**config.mk**
```make
export PLATFORM = sky130hd
export DESIGN_NAME = fft_frame_loader
export DESIGN_NICKNAME = d
export VERILOG_FILES = /design/src/rtl/fft_frame_loader.sv
export SDC_FILE = /design/constraint.sdc
export NUM_CORES = 1
export LEC_CHECK = 0
export CORE_UTILIZATION = 47
export CTS_CLUSTER_SIZE = 12
export DETAILED_ROUTE_END_ITERATION = 10
export PLACE_DENSITY = 0.71
export SLEW_MARGIN = 0
export SYNTH_ARGS = -nofsm -noshare
export SYNTH_HDL_FRONTEND = slang
export SYNTH_SLANG_ARGS = --single-unit
```
**constraint.sdc**
```tcl
create_clock -name clk -period 3.5 [get_ports clk]
set_input_delay 0.7 -clock clk [delete_from_list [all_inputs] [get_ports clk]]
set_output_delay 0.7 -clock clk [all_outputs]
set_load 0.02 [all_outputs]
```
**src/rtl/fft_frame_loader.sv**
```systemverilog
`default_nettype none
// ============================================================================
// Module   : fft_frame_loader
// Purpose  : Front end of the 8-point single-precision FFT. Collects a serial
//            stream of IEEE-754 samples into 8-sample frames. The frame being
//            written and the frame presented to the FFT sit in separate banks,
//            so frame k+1 can load while the FFT still holds frame k.
//            Sample bits are passed through untouched.
// Ports    : clk        - clock, rising edge
//            rst        - synchronous, active-low reset
//            in_valid   - sample valid
//            in_data    - sample (DW bits)
//            in_sof     - marks in_data as sample 0 of a frame
//            in_ready   - a sample can be accepted this cycle
//            x0..x7     - parallel frame to the FFT
//            out_valid  - x0..x7 hold a complete frame
//            out_ack    - FFT has consumed the frame on x0..x7
//            frame_err  - one-cycle pulse on a framing error
//            frame_cnt  - frames delivered, wraps 255 -> 0
// Options  : FFT_BITREV_EN - when defined, sample n lands in slot bitrev3(n)
//            (decimation-in-time input order); otherwise slot n = sample n.
// Revision : 1.0 - initial release
// ============================================================================
module fft_frame_loader #(
    parameter int DW  = 32,
    parameter int NPT = 8
) (
    input  logic          clk,
    input  logic          rst,
    input  logic          in_valid,
    input  logic [DW-1:0] in_data,
    input  logic          in_sof,
    output logic          in_ready,
    output logic [DW-1:0] x0,
    output logic [DW-1:0] x1,
    output logic [DW-1:0] x2,
    output logic [DW-1:0] x3,
    output logic [DW-1:0] x4,
    output logic [DW-1:0] x5,
    output logic [DW-1:0] x6,
    output logic [DW-1:0] x7,
    output logic          out_valid,
    input  logic          out_ack,
    output logic          frame_err,
    output logic [7:0]    frame_cnt
);

    localparam int CW = $clog2(NPT);

    // Fill state of the write bank. The output bank's state is out_valid_q.
    typedef enum logic [1:0] {
        BANK_EMPTY   = 2'd0,
        BANK_FILLING = 2'd1,
        BANK_FULL    = 2'd2
    } bank_state_t;

    bank_state_t   wstate_q, wstate_d;
    logic [CW-1:0] wcnt_q, wcnt_d;
    logic [DW-1:0] wbuf_q [NPT];
    logic [DW-1:0] wbuf_d [NPT];
    logic [DW-1:0] xbuf_q [NPT];
    logic [DW-1:0] xbuf_d [NPT];
    logic          out_valid_q, out_valid_d;
    logic          frame_err_q, frame_err_d;
    logic [7:0]    frame_cnt_q, frame_cnt_d;

    logic          accept;
    logic          release_out;
    logic          swap;

    // Slot in the bank where sample n is stored; reordering is done on the
    // write side so the swap is a plain bank copy.
    function automatic logic [CW-1:0] slot_of(input logic [CW-1:0] n);
`ifdef FFT_BITREV_EN
        return {n[0], n[1], n[2]};
`else
        return n;
`endif
    endfunction

    assign in_ready    = rst & (wstate_q != BANK_FULL);
    assign accept      = in_valid & in_ready;
    assign release_out = out_valid_q & out_ack;
    // Output bank is free if idle, or being acknowledged on this same edge.
    assign swap        = (wstate_q == BANK_FULL) & (~out_valid_q | out_ack);

    always_comb begin
        wstate_d    = wstate_q;
        wcnt_d      = wcnt_q;
        wbuf_d      = wbuf_q;
        xbuf_d      = xbuf_q;
        out_valid_d = out_valid_q;
        frame_err_d = 1'b0;
        frame_cnt_d = frame_cnt_q;

        if (release_out) begin
            out_valid_d = 1'b0;
            frame_cnt_d = frame_cnt_q + 8'd1;
        end

        // Release and swap may share an edge; the swap wins on out_valid.
        if (swap) begin
            xbuf_d      = wbuf_q;
            out_valid_d = 1'b1;
            wstate_d    = BANK_EMPTY;
        end

        // accept requires a non-full write bank, so it never coincides with swap.
        if (accept) begin
            if ((wcnt_q == '0) && !in_sof) begin
                // Orphan sample with no frame start: drop it.
                frame_err_d = 1'b1;
            end else if ((wcnt_q != '0) && in_sof) begin
                // New frame start mid-frame: abandon the partial frame.
                frame_err_d              = 1'b1;
                wbuf_d[slot_of(CW'(0))]  = in_data;
                wcnt_d                   = CW'(1);
                wstate_d                 = BANK_FILLING;
            end else begin
                wbuf_d[slot_of(wcnt_q)] = in_data;
                if (wcnt_q == CW'(NPT - 1)) begin
                    wcnt_d   = '0;
                    wstate_d = BANK_FULL;
                end else begin
                    wcnt_d   = wcnt_q + CW'(1);
                    wstate_d = BANK_FILLING;
                end
            end
        end
    end

    always_ff @(posedge clk) begin
        if (!rst) begin
            wstate_q    <= BANK_EMPTY;
            wcnt_q      <= '0;
            out_valid_q <= 1'b0;
            frame_err_q <= 1'b0;
            frame_cnt_q <= '0;
            for (int i = 0; i < NPT; i++) begin
                wbuf_q[i] <= '0;
                xbuf_q[i] <= '0;
            end
        end else begin
            wstate_q    <= wstate_d;
            wcnt_q      <= wcnt_d;
            out_valid_q <= out_valid_d;
            frame_err_q <= frame_err_d;
            frame_cnt_q <= frame_cnt_d;
            wbuf_q      <= wbuf_d;
            xbuf_q      <= xbuf_d;
        end
    end

    assign x0        = xbuf_q[0];
    assign x1        = xbuf_q[1];
    assign x2        = xbuf_q[2];
    assign x3        = xbuf_q[3];
    assign x4        = xbuf_q[4];
    assign x5        = xbuf_q[5];
    assign x6        = xbuf_q[6];
    assign x7        = xbuf_q[7];
    assign out_valid = out_valid_q;
    assign frame_err = frame_err_q;
    assign frame_cnt = frame_cnt_q;

endmodule
`default_nettype wire
```
---- Yosys cells after proc, flatten, opt, wreduce, memory -nomap -nowiden ----
Cells that the tools add are included.
word-level totals
  flip-flop bits (word level) ............. 527
  bits in latches ......................... 0
  RAM bits ................................ 0
  bits in read-only memories .............. 0
  input port bits ......................... 37
  output and inout port bits .............. 267
  word-level logic and storage cells ...... 62
  memories kept ........................... 0
cells by class
  add/sub/neg operators ................... 2
  multiply operators ...................... 0
  div/mod/pow operators ................... 0
  $lt $le $gt $ge ......................... 2
  eq/ne operators ......................... 3
  shifts and indexed selects .............. 0
  muxes and demuxes ....................... 15
  bitwise logic cells ..................... 9
  reductions and logical operators ........ 10
operators with widths
  kind                 number
  $bwmux 256           1
  $demux 32 s3         1
  $mux 32              2
  $mux 2               5
  $add 8x1->8 const B  1
  $mux 3               2
  $and 1x1->1          4
  $ge 4x4->1 const B   1
  $lt 4x1->1 const B   1
  $mux 1               4
  $not 3->4            1
  $reduce_and 2->1     2
  $add 3x1->3 const B  1
  $eq 3x3->1 const B   1
  $logic_and 1x1->1    3
  $logic_not 3->1      1
  $not 1->1            3
  $reduce_and 3->1     1
  $reduce_bool 3->1    1
  $eq 2x2->1 const B   1
  $ne 2x2->1 const B   1
  $reduce_bool 2->1    1
  $logic_not 1->1      1
  $or 1x1->1           1

---- Logic depth before layout (Yosys ltp) ----
Gate-level depths: netlist (run 1).
  depth after elaboration ................. 7
  depth in mapped cells ................... 10
  gate-level depth less buffers ........... 9

---- Worst setup path after synthesis (run 1) ----
OpenSTA, ideal clock, no wires.
  kind .................................... input-to-output
  start ................................... in rst
  end ..................................... out in_ready
  arrival ................................. 1.624 ns
  data required time ...................... 2.800 ns
  setup slack ............................. 1.176 ns
  stages on the path ...................... 4
  path buffers ............................ 3
  cells stage by stage .................... buf_2 > clkbuf_1 > clkbuf_1 > and2_1
between the ends
  word-level cells in the longest chain between the ends .. 1
RTL lines
  item                RTL line  RTL
  start: declaration  29        input logic rst,
  $and 1x1->1         81        assign in_ready = rst & (wstate_q != BANK_FULL);
  end: declaration    33        output logic in_ready,
No other way between the ends.

---- Worst setup path in the final report (run 1) ----
  start ................................... reg wstate_q[0]
  end ..................................... out in_ready
between the ends
  word-level cells in the longest chain between the ends .. 2
RTL lines
  item                      RTL line  RTL
  start: declaration        57        bank_state_t wstate_q, wstate_d;
  start signal: assignment  144       wstate_q <= wstate_d;
  $ne 2x2->1                81
  $and 1x1->1               81
No other way between the ends.

==> summary.md, run 1 <==
| Metric | Value |
|---|---|
| Worst r2r path cells | 10 |
| Root buf cell | clkbuf_16 |
| Die Y | between 200 and 250 um |
| Synth Area in Adders | 0.458% |
| Yosys cell types | 35 |
| TritonCTS clock tree | built |
| Drt pass-1 iters | 5 |
| Global-route wire length before repair | between 80,000 and 90,000 um |
| Clk sinks | between 500 and 600 |
| Complex-gate fraction of the synthesized area | 17.2% |
| Synthesized area | roughly 19,000 um2 |
| Crit-path max FO | 3 |
| NumNets Final | around 2,600 |
| Arr. time, crit path | between 1500 and 2000 ps |
| Final period util | 74.8% |
| Critical Path Max Stage Delay | approximately 640 ps |
| CTS clk-pin slew, worst paths | approximately 60 ps |
| Vias in the first global route | about 15,000 |
| Psw | 2.55 mW |
| Post-synthesis sequential area ratio | a little under three fifths |
| Sw frac | approximately 22% |
| Post CTS Setup Buffer Count | 0 |
| Syn Area/Cell | between 8 and 9 um2 |
| Crit start category | flop |
| Most frequent cells in the layout | nand2_1, dfxtp_1, clkdlybuf4s50_1 |
| Routed wire length per instance | about 18 um |
| Site Rows | 73 |
| RSZ-0062 raised after global routing | no |
| WP data required | 2800 ps |
| IO Pins | just over 300 |
| Lkg Pwr | around 8 nW |
| P_int | around 9 mW |
| Worst setup margin | between 800 and 900 ps |
| Status | completed |
| All-Layer GR Usage | a little over a quarter |
| Routed wire length | 55,600 um |
| Final setup violation count | 0 |
| H-tree depth | 2 |
| Area Growth Syn to Fin | 25.8% |
| Dpl hpwl | roughly 34,000 um |
| Final TNS setup | 0 ps |
| Drt drc | 0 |
| Largest net degree at the start of global routing | 270 |
| Hold Fails Final Rpt | 0 |
| Placer Congestion | between 0.7 and 0.8 |
| Synth warn | 0 |
| Core area | between 30,000 and 40,000 um2 |
| CP cell instances | nand2b_1 > and2_1 > clkdlybuf4s50_1 |
| Reg power frac | 51.2% |
| Worst slew margin | 24.5% |
| Combinational share of power | approximately 3.3% |
| Post-synthesis mux area share | less than 1% |
| Peak supply drop | 416 uV |
| Worst hold path class | flop to flop |
| Largest family of logic cells by synthesized area | simple AND/OR/NAND/NOR gates |
| Total number of vias | around 16,000 |
| WP buf/inv | 1 |
| Worst clock skew | 20.9 ps |
| Max-cap violations | 0 |
| Die area | roughly 41,000 um2 |
| WS Path Type | flop to output port |
| CP Capture Type | output port |
| Clock Path Buffers | 3 |
| Slew at the pin closest to its max-slew limit | ~1100 ps |
| Power Density | between 400 and 500 nW/um2 |
| Synth Net Count | 2,383 |
| Cells after Synth | between 2,000 and 2,500 |
| First-iteration detailed-routing DRC count | between 1,000 and 1,500 |
| Max-slew violation count | 0 |
| Num CTS Buffers | 53 |
| Starting density of the core | around 48% |
| Fmax | 0.382 GHz |
| Most common cell after layout, fill and taps aside | nand2_1 |
| Crit path max-delay family | buffers and inverters |
| Critical path depth | 3 |
| Final min period | approximately 2600 ps |
| Port bufs | 303 |
| Layout cell share with drive strength beyond 1 | 4.53% |
| WHS Path Cells | 2 |
| Worst path slowest cell | clkdlybuf4s50_1 |
| Synth Area in XOR/XNOR | less than 1% |
| Hold_buf cts | 0 |
| Power share of the clock group | between 40% and 50% |
| Flops & latches, synth | about 530 |
| Drt via density | between 5 and 6 |
| Simple-Gate Fraction of Synth Area | 22.1% |
| Post-cts sizing count | 0 |
| Die X | 204 um |
| Initial antenna violation count | 1 |
| GRT overflow | 0 |
| Setup WS pre-CTS | about 690 ps |
| Skew-Pair Late Insertion Delay | between 500 and 600 ps |
| ANT nets after route | 0 |
-- path summary, 6_finish.rpt --
check                endpoint        start  slack [ps]
setup reg to reg  wbuf_q[131]    wcnt_q[1]        1070
setup / recovery     in_ready  wstate_q[0]         880
hold reg to reg        x7[17]   wbuf_q[17]         450
hold / removal         x7[17]   wbuf_q[17]         450
-- through the flow --
step | instance area, um2 | util [%] | std cells | total power [mW] | hold slack [ps]
floorplan | 19100 | - | 2339 | 6.39 | 431
global route | 24000 | 60.2 | 3087 | 12.2 | 468
CTS | 24000 | 60.2 | 3087 | 11.9 | 450
global placement | 22400 | 56.2 | 3000 | 6.56 | 437
detailed placement | 22400 | 56.2 | 3000 | 6.56 | 440
finish | 24000 | 60.2 | 3088 | 11.8 | 445
-- power by group through the flow --
stage               logic, mW  clock network, mW  registers, mW
floorplan               0.209                  0           6.18
global placement        0.377                  0           6.18
detailed placement      0.381                  0           6.18
CTS                     0.382               5.46           6.05
global route            0.405               5.71           6.05
finish                  0.387               5.37           6.05
-- final cells by class --
| cell class | instances | area, um2 |
|---|---|---|
| Fill cell | 3483 | 15900 |
| Timing Repair Buffer | 336 | 3450 |
| Tap cell | 525 | 657 |
| Clock inverter | 5 | 53.8 |
| Clock buffer | 82 | 1570 |
| Multi-Input combinational cell | 1607 | 7740 |
| Inverter | 5 | 18.8 |
| Antenna cell | 1 | 2.50 |
| Sequential cell | 527 | 10600 |
-- kinds of logic (layout without fill, tap and decap cells) --
logic type / after synthesis / in the layout
xor+xnor: 7 / 7
simple gates: 1072 / 1072
fa+ha+maj: 7 / 7
other cells: 0 / 1
buf+inv: 205 / 428
mux: 2 / 2
flops: 527 / 527
compound gates: 519 / 519
-- cell usage after synthesis --
library cell     n  share of area (%)
nand2_1       1007                 20
dfxtp_1        527                 55
o21ai_0        256                6.7
a21boi_0       212                8.3
clkbuf_1       116                2.3
buf_2           80                2.1
a21boi_1        47                1.8
nand3_1         23               0.60
and2_1           9               0.29
ha_1             7               0.46
nand2b_1         7               0.23
xnor2_1          6               0.28
inv_1            5              0.098
nor4_2           5               0.33
nand4_1          4               0.13
nand3b_1         3               0.12
and3_1           2              0.065
buf_1            2              0.039
buf_4            2              0.079
mux2i_1          2               0.10
nor2b_1          2              0.065
o211a_1          2               0.10
a2111oi_4        1               0.14
and2_0           1              0.033
nand2_4          1              0.059
nor2_1           1              0.020
nor2b_4          1              0.072
nor3_1           1              0.026
nor3_2           1              0.052
nor3b_1          1              0.039
nor4_4           1               0.11
nor4b_2          1              0.079
o211ai_1         1              0.039
or3_1            1              0.033
xor2_1           1              0.046
-- layer usage --
| metal | vias to the layer above | wire [um] | track usage [%] | share of wire (%) |
|---|---|---|---|---|
| met1 | 7473 | 24700 | 35.8 | 44 |
| met4 | 2 | 1360 | 8.38 | 2.4 |
| met2 | 520 | 24800 | 41.4 | 45 |
| met3 | 80 | 4750 | 6.09 | 8.5 |
| li1 | 7851 | - | - | - |
| met5 | - | 13 | 0 | 0.023 |
-- state kept, by name (all words and copies together) (netlist names), 2 cells and up --
signal	count
x7	32
x5	32
x1	32
wstate_q	2
x2	32
x4	32
wbuf_q	256
x0	32
x3	32
wcnt_q	3
x6	32
frame_cnt	8
-- worst reg2reg max path, cell delays in order, from the launching register on --
cell and delay, ps:
dfxtp_1 470, inv_1 80, ha_1 180, nand2b_1 130
inv_1 60, ha_1 310, nand2_1 240, nor4_4 360
buf_12 270, nand3_1 130, o21ai_0 120
(Power assumes the default switching activity.)
==> run 2: changes to the inputs <==
--- a/config.mk
+++ b/config.mk
@@ -8,7 +8,7 @@
 export CORE_UTILIZATION = 47
 export CTS_CLUSTER_SIZE = 12
 export DETAILED_ROUTE_END_ITERATION = 10
-export PLACE_DENSITY = 0.71
+export PLACE_DENSITY = 0.74
 export SLEW_MARGIN = 0
 export SYNTH_ARGS = -nofsm -noshare
 export SYNTH_HDL_FRONTEND = slang
==> constraint.sdc (replaced) <==
create_clock -name clk -period 2.34 [get_ports clk]
set_input_delay 0.468 -clock clk [delete_from_list [all_inputs] [get_ports clk]]
set_output_delay 0.468 -clock clk [all_outputs]
set_load 0.02 [all_outputs]
==> summary.md, run 2 (synthesis results as in run 1) <==
| Metric | Value |
|---|---|
| Routed wire length per instance | 18.3 um (was 18.0 um) |
| Reg power frac | 50.6% (was 51.2%) |
| Core area | 39,900 um2 (unchanged) |
| Largest register FFs | 256 (unchanged) |
| Worst hold path class | input pin to flop (was flop to flop) |
| Layout cell share with drive strength beyond 1 | 6.17% (was 4.53%) |
| Peak supply drop | 532 uV (was 416 uV) |
| WS Path Type | flop to flop (was flop to output port) |
| ANT nets after route | 0 (unchanged) |
| H-tree depth | 2 (unchanged) |
| Drt drc | 0 (unchanged) |
| Root buf cell | clkbuf_16 (unchanged) |
| Fill cells | 3,365 (was 3,483) |
| # diodes | 0 (was 1) |
| Num CTS Buffers | 53 (unchanged) |
| Most flop-heavy register | wbuf_q (unchanged) |
| Sw frac | 21.5% (was 21.6%) |
| Placed cells | 3,036 (was 3,000) |
| Critical Path Max Stage Delay | 340 ps (was 640 ps) |
| Port bufs | 303 (unchanged) |
| Layout Cells excl Fill | 3,134 (was 3,088) |
| Worst slew margin | 52.8% (was 24.5%) |
| Hold Startpoint | rst (was wbuf_q[17]) |
| Psw | 3.85 mW (was 2.55 mW) |
| Combinational share of power | 3.6% (was 3.3%) |
| Crit start category | flop (unchanged) |
| RR Startpoint | wcnt_q[0] (was wcnt_q[1]) |
| WP buf/inv | 5 (was 1) |
| Starting density of the core | 47.9% (unchanged) |
| Skew-Pair Late Insertion Delay | 590 ps (about the same) |
| Die X | 204 um (unchanged) |
| Die area | 41,500 um2 (unchanged) |
| Final setup violation count | 0 (unchanged) |
| Lkg Pwr | 8.24 nW (was 7.93 nW) |
| Final Util | 61.7% (was 60.2%) |
| CP Capture Type | flop (was output port) |
| Dpl hpwl | 34,900 um (was 34,400 um) |
| RSZ-0062 raised after global routing | yes (was no) |
| Global-route wire length before repair | 83,500 um (was 83,700 um) |
| Initial antenna violation count | 1 (unchanged) |
| GRT overflow | 0 (unchanged) |
| Worst path slowest cell | dfxtp_1 (was clkdlybuf4s50_1) |
| Largest net degree at the start of global routing | 172 (was 270) |
| Hold_buf cts | 0 (unchanged) |
| TritonCTS clock tree | built (unchanged) |
| Crit-path max FO | 32 (was 3) |
| Reg2reg end | wbuf_q[193] (was wbuf_q[131]) |
| Power Density | 727 nW/um2 (was 491 nW/um2) |
| Drt via density | 5.22 (was 5.16) |
| Slew at the pin closest to its max-slew limit | 708 ps (was 1130 ps) |
| Final period util | between 90 and 100% |
| WP data required | 2810 ps (was 2800 ps) |
| Worst Hold End | x0[28] (was x7[17]) |
| Most common cell after layout, fill and taps aside | nand2_1 (unchanged) |
| Fmax | 0.448 GHz |
| Arr. time, crit path | 2700 ps (was 1920 ps) |
| Hold Fails Final Rpt | 0 (unchanged) |
| Worst hold slack | 198 ps (was 445 ps) |
| Die Y | 204 um (unchanged) |
| All-Layer GR Usage | 26.3% (was 26.4%) |
| Site Rows | 73 (unchanged) |
| IO Pins | 304 (unchanged) |
| WHS Path Cells | 2 (unchanged) |
| Clock Path Buffers | 3 (unchanged) |
| First-iteration detailed-routing DRC count | 1,331 (was 1,218) |
| Area Growth Syn to Fin | 28.9% (was 25.8%) |
| Drt pass-1 iters | 5 (unchanged) |
| Status | completed (unchanged) |
| Final min period | 2230 ps |
| Vias in the first global route | 14,642 (was 14,792) |
| Worst r2r path cells | 11 (was 10) |
| NumNets Final | 2,621 (was 2,574) |
| Max-cap violations | 0 (unchanged) |
| Placer Congestion | 0.805 (was 0.770) |
| CP cell instances | inv_1 > ha_1 > nand2b_1 > inv_1 > ha_1 > nand2_1 > buf_4 > nor4b_4 > buf_4 > buf_8 > o21ai_0 (was nand2b_1 > and2_1 > clkdlybuf4s50_1) |
| Total number of vias | 16,354 (was 15,926) |
| Final TNS setup | 0 ps (unchanged) |
| Clk sinks | 527 (unchanged) |
| Routed wire length | 57,200 um (was 55,600 um) |
| Crit path max-delay family | buffers and inverters (unchanged) |
| Power share of the clock group | 45.9% (was 45.5%) |
| Max-slew violation count | 0 (unchanged) |
| Most frequent cells in the layout | nand2_1, dfxtp_1, clkdlybuf4s50_1 (unchanged) |
| CTS clk-pin slew, worst paths | 60 ps (about the same) |
| P_int | 14.1 mW (was 9.26 mW) |
| Worst reg2reg setup slack | 110 ps (was 1070 ps) |
| Worst clock skew | 17.8 ps (was 20.9 ps) |
run 2: changes by cell type in the layout (fill, tap and decap cells not counted), sizes merged:
cell,before,now
clkbuf,82,86
buf,34,77
clkdlybuf4s50,302,301
clkinv,3,1
bufinv,1,3
diode,1,0
dlygate4sd2,0,1
run 2: worst register-to-register path, cell delays in order, from the launching register on:
cell,delay [ps]
dfxtp_1,340
inv_1,50
ha_1,190
nand2b_1,130
inv_1,60
ha_1,310
nand2_1,60
buf_4,170
nor4b_4,250
buf_4,200
buf_8,220
o21ai_0,130
run 2: per-stage QoR:
stage	area (um2)	setup WS, ps	power [mW]
floorplan	19100	107	9.56
global placement	22800	-64.3	9.87
detailed placement	22800	-118	9.87
CTS	24500	130	18.0
global route	24600	-11.4	18.4
finish	24600	108	17.9
run 2: power groups by stage:
stage | sequential, mW | clock (mW) | combinational (mW)
2_1_floorplan | 9.24 | 0 | 0.312
3_3_place_gp | 9.25 | 0 | 0.619
3_5_place_dp | 9.25 | 0 | 0.625
4_1_cts | 9.05 | 8.33 | 0.626
5_1_grt | 9.05 | 8.70 | 0.660
6_report | 9.05 | 8.21 | 0.641
run 2: worst max path at each step:
stage / depth (start not counted) / endpoint / slack [ps] / from
final: 11 / wbuf_q[193] / 110 / wcnt_q[0]
after global routing: 12 / wbuf_q[198] / -10 / wcnt_q[0]
after CTS: 11 / wbuf_q[193] / 130 / wcnt_q[0]
after detailed placement: 8 / wbuf_q[222] / -120 / in_sof
after global placement: 8 / wbuf_q[217] / -60 / in_sof
after floorplan: 10 / wbuf_q[141] / 110 / wcnt_q[0]
run 2: final cells by class:
type | instances | area (um2) | area share (%)
inverters | 5 | 18.8 | 0.0762
clock buffers | 82 | 1550 | 6.29
clock inverters | 5 | 104 | 0.422
well taps | 525 | 657 | 2.67
repair buffers | 383 | 4000 | 16.2
flip-flops and latches | 527 | 10600 | 42.9
multi-input cells | 1607 | 7740 | 31.4
run 2: per-layer routing:
metal	vias up	track usage, %	wire, um
met4	0	9.26	1780
li1	7966	-	-
met2	601	40.7	25300
met5	-	0	0
met1	7694	35.5	24800
met3	93	6.60	5320
run 2: timing repair:
action / CTS / global route
pin swaps: 0 / 4
cloned: 0 / 6
endpoints found under the hold margin: 0 / 0
setup endpoints to repair: 1 / 6
buffers inserted: 0 / 5
gates resized for setup: 1 / 6
